File: config.mk
export PLATFORM = sky130hd
export DESIGN_NAME = cpu_core_param_flat
export DESIGN_NICKNAME = d
export VERILOG_FILES = /design/src/rtl/cpu_pkg.sv /design/src/rtl/cpu_core_param_if.sv /design/src/rtl/cpu_alu.sv /design/src/rtl/cpu_core_param.sv /design/src/flat_wrapper.sv
export SDC_FILE = /design/constraint.sdc
export NUM_CORES = 1
export LEC_CHECK = 0
export ABC_AREA = 1
export BUFFER_PORTS_ARGS = -buffer_cell sky130_fd_sc_hd__buf_2
export CORE_MARGIN = 3
export CORE_UTILIZATION = 55
export DETAILED_ROUTE_END_ITERATION = 7
export PLACE_DENSITY = 0.8
export SYNTH_ARGS = -nofsm -noshare
export SYNTH_HDL_FRONTEND = slang
export SYNTH_SLANG_ARGS = --single-unit
File: constraint.sdc
create_clock -name clock -period 11.1 [get_ports clock]
set_clock_uncertainty 0.1 [all_clocks]
set_input_delay 1.665 -clock clock [delete_from_list [all_inputs] [get_ports clock]]
set_output_delay 1.665 -clock clock [all_outputs]
set_load 0.02 [all_outputs]
File: src/rtl/cpu_pkg.sv
// cpu_pkg: shared definitions for the parametrised accumulator CPU core.
//   - opcode constants (IR[7:4])
//   - FSM state encoding, exported on the 5-bit debug 'state' port
//   - helpers that slice the instruction register into opcode / RD / RS
package cpu_pkg;

   localparam int unsigned IrW = 8;

   localparam logic [3:0] OpNop = 4'h0;
   localparam logic [3:0] OpAdd = 4'h1;
   localparam logic [3:0] OpSub = 4'h2;
   localparam logic [3:0] OpNot = 4'h3;
   localparam logic [3:0] OpAnd = 4'h4;
   localparam logic [3:0] OpOr  = 4'h5;
   localparam logic [3:0] OpMov = 4'h6;
   localparam logic [3:0] OpSt  = 4'h7;
   localparam logic [3:0] OpLdi = 4'h8;
   localparam logic [3:0] OpLd  = 4'h9;
   localparam logic [3:0] OpJmp = 4'hA;
   localparam logic [3:0] OpJnz = 4'hB;
   localparam logic [3:0] OpMul = 4'hC;

   typedef enum logic [4:0] {
      StRst  = 5'd0,
      StF0   = 5'd1,
      StF1   = 5'd2,
      StF2   = 5'd3,
      StEx   = 5'd4,
      StOpw  = 5'd5,
      StOpl  = 5'd6,
      StStw  = 5'd7,
      StSte  = 5'd8,
      StLda  = 5'd9,
      StLdw1 = 5'd10,
      StLdw2 = 5'd11,
      StLdl  = 5'd12
   } state_e;

   function automatic logic [3:0] ir_opcode(input logic [IrW-1:0] ir);
      return ir[7:4];
   endfunction

   function automatic logic [1:0] ir_rd(input logic [IrW-1:0] ir);
      return ir[3:2];
   endfunction

   function automatic logic [1:0] ir_rs(input logic [IrW-1:0] ir);
      return ir[1:0];
   endfunction

   // ST, LDI, LD, JMP and JNZ carry an operand word in the following ROM location.
   function automatic logic has_operand(input logic [3:0] op);
      return (op >= OpSt) && (op <= OpJnz);
   endfunction

endpackage

File: src/rtl/cpu_core_param_if.sv
// cpu_core_param_if: program/data memory bus of the CPU core.
//   rom_address  core -> mem  registered program-memory address
//   rom_data     mem -> core  program-memory read data (1-cycle sync read)
//   ram_address  core -> mem  registered data-memory address
//   ram_data_in  core -> mem  data-memory write data
//   ram_data_out mem -> core  data-memory read data (1-cycle sync read)
//   ram_write    core -> mem  data-memory write enable, one-cycle pulse
// Modports: master = CPU core, slave = memory / board wrapper.
interface cpu_core_param_if #(
   parameter int unsigned DATA_W = 8,
   parameter int unsigned ADDR_W = 8
);

   logic [ADDR_W-1:0] rom_address;
   logic [DATA_W-1:0] rom_data;
   logic [ADDR_W-1:0] ram_address;
   logic [DATA_W-1:0] ram_data_in;
   logic [DATA_W-1:0] ram_data_out;
   logic              ram_write;

   modport master (
      output rom_address,
      input  rom_data,
      output ram_address,
      output ram_data_in,
      input  ram_data_out,
      output ram_write
   );

   modport slave (
      input  rom_address,
      output rom_data,
      input  ram_address,
      input  ram_data_in,
      output ram_data_out,
      input  ram_write
   );

endinterface

File: src/rtl/cpu_alu.sv
// cpu_alu: combinational datapath of the CPU core.
//   op_i       opcode (IR[7:4])
//   a_i        RD operand
//   b_i        RS operand
//   result_o   DATA_W result for ADD/SUB/NOT/AND/OR/MOV (a_i otherwise)
//   product_o  unsigned 2*DATA_W product a_i * b_i for MUL
module cpu_alu
   import cpu_pkg::*;
#(
   parameter int unsigned DATA_W = 8
) (
   input  logic [3:0]          op_i,
   input  logic [DATA_W-1:0]   a_i,
   input  logic [DATA_W-1:0]   b_i,
   output logic [DATA_W-1:0]   result_o,
   output logic [2*DATA_W-1:0] product_o
);

   always_comb begin
      result_o = a_i;
      case (op_i)
         OpAdd:   result_o = a_i + b_i;
         OpSub:   result_o = a_i - b_i;
         OpNot:   result_o = ~b_i;
         OpAnd:   result_o = a_i & b_i;
         OpOr:    result_o = a_i | b_i;
         OpMov:   result_o = b_i;
         default: result_o = a_i;
      endcase
   end

   assign product_o = {{DATA_W{1'b0}}, a_i} * {{DATA_W{1'b0}}, b_i};

endmodule

File: src/rtl/cpu_core_param.sv
// cpu_core_param: multi-cycle accumulator-style CPU core with external ROM/RAM.
//   clock       rising-edge clock
//   reset       asynchronous, active-high reset
//   mem         memory bus (master modport): rom_address/rom_data, ram_address,
//               ram_data_in, ram_data_out, ram_write
//   R0..R3      general registers
//   RHi, RLo    double-width multiply result
//   PC          program counter
//   IR          instruction register
//   state       current FSM state (debug display)
// Parameters: DATA_W >= 8 (word width), ADDR_W <= DATA_W (address width).
module cpu_core_param
   import cpu_pkg::*;
#(
   parameter int unsigned DATA_W = 8,
   parameter int unsigned ADDR_W = 8
) (
   input  logic                clock,
   input  logic                reset,
   cpu_core_param_if.master    mem,
   output logic [DATA_W-1:0]   R0,
   output logic [DATA_W-1:0]   R1,
   output logic [DATA_W-1:0]   R2,
   output logic [DATA_W-1:0]   R3,
   output logic [DATA_W-1:0]   RHi,
   output logic [DATA_W-1:0]   RLo,
   output logic [ADDR_W-1:0]   PC,
   output logic [7:0]          IR,
   output logic [4:0]          state
);

   logic [DATA_W-1:0]   regs_q [4];
   logic [DATA_W-1:0]   rhi_q;
   logic [DATA_W-1:0]   rlo_q;
   logic [ADDR_W-1:0]   pc_q;
   logic [ADDR_W-1:0]   opnd_q;
   logic [ADDR_W-1:0]   rom_addr_q;
   logic [ADDR_W-1:0]   ram_addr_q;
   logic [DATA_W-1:0]   ram_wdata_q;
   logic                ram_write_q;
   logic [7:0]          ir_q;
   logic                opw_wait_q;
   state_e              state_q;

   logic [3:0]          op;
   logic [1:0]          rd_idx;
   logic [1:0]          rs_idx;
   logic [DATA_W-1:0]   rd_val;
   logic [DATA_W-1:0]   rs_val;
   logic [DATA_W-1:0]   alu_result;
   logic [2*DATA_W-1:0] alu_product;
   logic [ADDR_W-1:0]   pc_inc;
   logic [ADDR_W-1:0]   rom_opnd_addr;
   logic [7:0]          fetch_ir;

   assign op            = ir_opcode(ir_q);
   assign rd_idx        = ir_rd(ir_q);
   assign rs_idx        = ir_rs(ir_q);
   assign rd_val        = regs_q[rd_idx];
   assign rs_val        = regs_q[rs_idx];
   assign pc_inc        = pc_q + ADDR_W'(1);
   assign rom_opnd_addr = mem.rom_data[ADDR_W-1:0];
   assign fetch_ir      = mem.rom_data[7:0];

   cpu_alu #(
      .DATA_W (DATA_W)
   ) u_alu (
      .op_i      (op),
      .a_i       (rd_val),
      .b_i       (rs_val),
      .result_o  (alu_result),
      .product_o (alu_product)
   );

   always_ff @(posedge clock or posedge reset) begin
      if (reset) begin
         for (int i = 0; i < 4; i++) begin
            regs_q[i] <= '0;
         end
         rhi_q       <= '0;
         rlo_q       <= '0;
         pc_q        <= '0;
         opnd_q      <= '0;
         rom_addr_q  <= '0;
         ram_addr_q  <= '0;
         ram_wdata_q <= '0;
         ram_write_q <= 1'b0;
         ir_q        <= '0;
         opw_wait_q  <= 1'b0;
         state_q     <= StRst;
      end else begin
         unique case (state_q)
            StRst: state_q <= StF0;
            StF0: begin
               rom_addr_q <= pc_q;
               state_q    <= StF1;
            end
            StF1: state_q <= StF2;
            StF2: begin
               ir_q       <= fetch_ir;
               pc_q       <= pc_inc;
               rom_addr_q <= pc_inc;
               opw_wait_q <= 1'b1;
               state_q    <= has_operand(ir_opcode(fetch_ir)) ? StOpw : StEx;
            end
            StEx: begin
               case (op)
                  OpAdd, OpSub, OpNot, OpAnd, OpOr, OpMov: regs_q[rd_idx] <= alu_result;
                  OpMul: begin
                     rhi_q <= alu_product[2*DATA_W-1:DATA_W];
                     rlo_q <= alu_product[DATA_W-1:0];
                  end
                  default: ;
               endcase
               state_q <= StF0;
            end
            // Operand fetch waits two cycles, giving the 6-cycle operand
            // instruction timing of the original board CPU.
            StOpw: begin
               opw_wait_q <= 1'b0;
               if (!opw_wait_q) begin
                  state_q <= StOpl;
               end
            end
            StOpl: begin
               opnd_q <= rom_opnd_addr;
               pc_q   <= pc_inc;
               case (op)
                  OpLdi: begin
                     regs_q[rd_idx] <= mem.rom_data;
                     state_q        <= StF0;
                  end
                  OpJmp: begin
                     pc_q    <= rom_opnd_addr;
                     state_q <= StF0;
                  end
                  OpJnz: begin
                     if (rs_val != '0) begin
                        pc_q <= rom_opnd_addr;
                     end
                     state_q <= StF0;
                  end
                  OpSt:    state_q <= StStw;
                  OpLd:    state_q <= StLda;
                  default: state_q <= StF0;
               endcase
            end
            StStw: begin
               ram_addr_q  <= opnd_q;
               ram_wdata_q <= rs_val;
               ram_write_q <= 1'b1;
               state_q     <= StSte;
            end
            StSte: begin
               ram_write_q <= 1'b0;
               state_q     <= StF0;
            end
            StLda: begin
               ram_addr_q <= opnd_q;
               state_q    <= StLdw1;
            end
            StLdw1: state_q <= StLdw2;
            StLdw2: state_q <= StLdl;
            StLdl: begin
               regs_q[rd_idx] <= mem.ram_data_out;
               state_q        <= StF0;
            end
            default: state_q <= StRst;
         endcase
      end
   end

   assign mem.rom_address = rom_addr_q;
   assign mem.ram_address = ram_addr_q;
   assign mem.ram_data_in = ram_wdata_q;
   assign mem.ram_write   = ram_write_q;

   assign R0    = regs_q[0];
   assign R1    = regs_q[1];
   assign R2    = regs_q[2];
   assign R3    = regs_q[3];
   assign RHi   = rhi_q;
   assign RLo   = rlo_q;
   assign PC    = pc_q;
   assign IR    = ir_q;
   assign state = state_q;

endmodule

File: src/flat_wrapper.sv
// flat-port wrapper written by rule: the top's interface ports become plain ports
module cpu_core_param_flat import cpu_pkg::*;
#(
   parameter int unsigned DATA_W = 8,
   parameter int unsigned ADDR_W = 8
)
  (clock, reset, R0, R1, R2, R3, RHi, RLo, PC, IR, state, mem_rom_address, mem_rom_data, mem_ram_address, mem_ram_data_in, mem_ram_data_out, mem_ram_write);
  cpu_core_param_if #(.DATA_W(DATA_W), .ADDR_W(ADDR_W)) mem_i ();
  input  logic clock;
  input  logic reset;
  output logic [DATA_W-1:0] R0;
  output logic [DATA_W-1:0] R1;
  output logic [DATA_W-1:0] R2;
  output logic [DATA_W-1:0] R3;
  output logic [DATA_W-1:0] RHi;
  output logic [DATA_W-1:0] RLo;
  output logic [ADDR_W-1:0] PC;
  output logic [7:0] IR;
  output logic [4:0] state;
  output wire logic [$bits(mem_i.rom_address)-1:0] mem_rom_address;
  input wire logic [$bits(mem_i.rom_data)-1:0] mem_rom_data;
  output wire logic [$bits(mem_i.ram_address)-1:0] mem_ram_address;
  output wire logic [$bits(mem_i.ram_data_in)-1:0] mem_ram_data_in;
  input wire logic [$bits(mem_i.ram_data_out)-1:0] mem_ram_data_out;
  output wire logic [$bits(mem_i.ram_write)-1:0] mem_ram_write;
  assign mem_rom_address = mem_i.rom_address;
  assign mem_i.rom_data = mem_rom_data;
  assign mem_ram_address = mem_i.ram_address;
  assign mem_ram_data_in = mem_i.ram_data_in;
  assign mem_i.ram_data_out = mem_ram_data_out;
  assign mem_ram_write = mem_i.ram_write;
  cpu_core_param #(.DATA_W(DATA_W), .ADDR_W(ADDR_W)) u_core (.clock(clock), .reset(reset), .mem(mem_i), .R0(R0), .R1(R1), .R2(R2), .R3(R3), .RHi(RHi), .RLo(RLo), .PC(PC), .IR(IR), .state(state));
endmodule
==> run summary <==
In this run, synthesis inferred 0 flip-flops with an integrated enable. The number of setup buffers added after CTS is 0. The via count of the first global-routing pass came out at 7,612.

In the finished design, the share of the clock period the worst path needs comes to 0.505. The required arrival time at the worst endpoint is 11.23 ns. The global placement routability congestion came out at 0.994. The count of pins over their slew limit came out at 0. The per-cell via count in the routed design is 5.81. The total clock buffers created by CTS came out at 9. The actual transition at the worst max-transition pin is 0.813 ns. The worst register-to-register path begins at u_core.IR[2].

In the synthesized netlist the dominant register cell turns out to be dfrtp_1. The proportion of layout cells with a drive suffix above 1 came out at 0.161. The arithmetic-cell share of the synthesized area counting full adders, half adders and majority gates came out at 0.158. The area growth from synthesis to layout is 11.2%.

The worst pin sits at a relative slew slack of 0.456. The top-level I/O count came out at 112. By area the synthesized netlist is led by dfrtp_1 (30%), nand2_1 (11%), fa_1 (8.8%). The sink count of the clock tree came out at 102. In the routed design, unresolved DRC markers number 0. The max capacitance violation total is 0. Yosys mapped the design onto 54 distinct sky130hd cell types. The combined area of all synthesized cells is 0.00843 sq mm. Of the synthesized area, sequential elements account for 0.303. Of the total synthesized cell area, the portion taken by AND, OR, NAND and NOR gates is 0.252. The floorplan has 44 rows. Across all layers, the routed design uses 8,266 vias. The average footprint of a synthesized cell is 7.40 sq um. The number of standard cells after synthesis is 1,138. The starting density of the core is 0.571. The total of hold buffers inserted after clock tree synthesis came out at 0. Of the total synthesized cell area, the portion taken by XOR and XNOR cells is 0.0208. The remaining antenna violation count after routing came out at 0. The first routing iteration left 857 violations.

The number of levels in the clock H-tree came out at 3. The element type at the critical path end is a register. Clock latency on the worst-skew pair, taken at its later pin, is 0.36 ns. The largest total area in the synthesized netlist belongs to dfrtp_1.

The net count after synthesis came out at 1,240. The mux cell area share after synthesis came out at 0.0107. The number of antenna violations at the first check in global routing is 0. The critical hold path startpoint is u_core.RLo[3]. The worst register-to-register path ends at u_core.RHi[4]. The total overflow left after global routing is 0. The hold-critical path depth is 2. The diode insertion count for antenna repair came out at 0. The cell count after placement came out at 1,407. The global-route wire length before repair is 39,700 um. The worst setup path is launched from a register.

The maximum achievable frequency came out at 178 MHz. The maximum fanout along the worst path is 15. The arrival time reported for the critical path endpoint is 5.74 ns.

The number of hold violations in the final report came out at 0. For flop-to-flop paths, the worst setup slack is 5.50 ns. The dominant combinational cell family by area after synthesis is simple AND/OR/NAND/NOR gates. For hold timing, the worst endpoint is u_core.RLo[3]. The total global-route track usage is 0.301. The worst hold path belongs to the class reg -> reg. The core area came out at 0.0148 sq mm. In this run, synthesis produced a sequential element count of 102. The final layout net count is 1,336.

The worst path needs 5.60 ns of the cycle, external delays included. The floorplan step defined a die boundary enclosing 0.0168 sq mm. The share of synthesized flip-flops with an asynchronous set or reset is 1.00. The height of the chip came out at 130 um. The number of detailed-routing iterations run before antenna repair is 5. The share of synthesized area in the top cell type comes to 0.303. The critical path is of the reg -> reg type. For the final routed database, the setup TNS stands at 0 ns.

Measured in cells, the most critical reg-to-reg path has a length of 24. The average detailed-routed wire length per instance came out at 17.6 um. The cell sitting at the root of the clock tree is a clkbuf_16. Summed over all layers, the routed wires come to 25,000 um. Detailed placement finished with a half-perimeter wire length of 19,600 um. TritonCTS built the clock tree. The post-cts repair resize count is 0. The Yosys step of the flow raised 0 warnings. The number of setup violations in the final report came out at 0. The clock slew seen by the registers of the worst setup and hold paths came out at 0.08 ns. Port buffering added 110 buffers. The number of standard cells in the final layout excluding fillers came out at 1,423. The flow ran to the end, and the final reports show no timing, DRC or antenna violations.

The pin count of the biggest net entering global routing is 59. The clock passes through at most 2 buffers. Setup repair after global routing left no endpoint under its margin. The area fraction in compound gates after synthesis is 0.166. The horizontal extent of the die came out at 130 um.
[cell type report]
type | instances | area, sq um
clock buffer | 9 | 225
tap | 184 | 230
timing repair buffer | 112 | 566
sequential | 102 | 2550
clock inverter | 7 | 57.6
multi-input combinational | 847 | 5120
inverter | 162 | 619
fill | 1390 | 5380
[placed cells by master, fill, tap and decap left out, drive strengths merged, types with 3 or more instances in the layout]
master / netlist / layout
nand3: 53 / 53
o21ai: 109 / 109
clkbuf: 15 / 9
nand4: 8 / 8
dfrtp: 102 / 102
xor2: 17 / 17
nand2: 260 / 260
nor2: 152 / 152
mux2: 8 / 8
o22ai: 5 / 5
clkinvlp: 0 / 5
fa: 37 / 37
o31ai: 3 / 3
buf: 12 / 112
o221ai: 3 / 3
a31oi: 7 / 7
ha: 47 / 47
a22oi: 19 / 19
a211oi: 3 / 3
o211ai: 6 / 6
clkinv: 3 / 3
xnor2: 3 / 3
or2: 4 / 4
inv: 159 / 161
nor3: 10 / 10
a21oi: 82 / 82
[synthesized netlist by cell type, types with 2 or more instances]
cell type / count
nor2_8: 2
a21oi_2: 2
nand2_1: 252
fa_1: 37
clkinv_1: 2
mux2_2: 8
inv_2: 21
nor3_2: 2
o21ai_1: 7
ha_1: 47
nor3_1: 7
a22oi_1: 19
dfrtp_1: 102
nor2_4: 5
xor2_1: 17
xnor2_1: 3
buf_4: 5
nand3_1: 51
buf_2: 5
inv_4: 3
a211oi_1: 3
o221ai_2: 2
clkbuf_1: 15
a31oi_1: 7
a21oi_1: 80
o2111ai_1: 2
o21ai_0: 101
nor2_1: 138
o31ai_1: 3
nand4_1: 8
o22ai_1: 5
nand2_2: 5
or2_2: 4
o211ai_1: 6
nand2_4: 3
nor2_2: 7
inv_1: 135
[metrics by stage]
stage / hold WS, ns / setup slack, ns / utilization / area, sq um
global route: 0.399 / 5.07 / 0.635 / 9370
floorplan: 0.336 / 5.96 / - / 8430
global placement: 0.350 / 5.68 / 0.616 / 9090
finish: 0.369 / 5.50 / 0.635 / 9370
CTS: 0.373 / 5.52 / 0.635 / 9370
detailed placement: 0.354 / 5.53 / 0.616 / 9090
[per-layer routing]
layer | share of wire | vias to the layer above | GRT usage | wire [um]
met1 | 0.43 | 3886 | 0.426 | 10700
li1 | - | 3903 | - | -
met5 | 0 | - | 0 | 0
met3 | 0.094 | 62 | 0.0655 | 2340
met4 | 0.028 | 0 | 0.103 | 706
met2 | 0.45 | 415 | 0.460 | 11200
[critical path, cell delays in order (launching register included)]
cell and delay, ns:
dfrtp_1 0.60, nand2_4 0.27, inv_2 0.11, nand2_1 0.07, nand2_1 0.08, a221oi_4 0.47
inv_1 0.13, nand2_1 0.12, fa_1 0.42, fa_1 0.55, inv_1 0.06, fa_1 0.53
inv_1 0.05, fa_1 0.52, inv_1 0.04, ha_1 0.34, nand2_1 0.08, inv_1 0.05
a21oi_1 0.20, o21ai_0 0.13, nand2_1 0.10, nand2_1 0.06, a21oi_1 0.15, xor2_1 0.16
o21ai_0 0.08
[cell families (layout without fill, tap and decap cells)]
logic type / after synthesis / in the layout
adder cells (fa/ha/maj): 84 / 84
buffers and inverters: 189 / 290
AND/OR/NAND/NOR: 489 / 489
other: 1 / 1
AO/OA/AOI/OAI: 245 / 245
XOR/XNOR: 20 / 20
multiplexers: 8 / 8
flip-flops: 102 / 102
[worst max path at each step]
| stage | from | endpoint | slack [ns] | depth (start not counted) |
|---|---|---|---|---|
| finish | u_core.IR[2] | u_core.RHi[4] | 5.50 | 24 |
| detailed placement | u_core.IR[2] | u_core.RHi[5] | 5.53 | 23 |
| CTS | u_core.IR[2] | u_core.RHi[4] | 5.52 | 24 |
| global placement | u_core.IR[2] | u_core.RHi[5] | 5.68 | 23 |
| floorplan | u_core.IR[0] | u_core.RHi[4] | 5.96 | 26 |
| global route | u_core.IR[2] | u_core.RHi[5] | 5.07 | 23 |
Power is not shown: default switching activity piles up to over one toggle a cycle in this logic, so the estimate is an artifact.
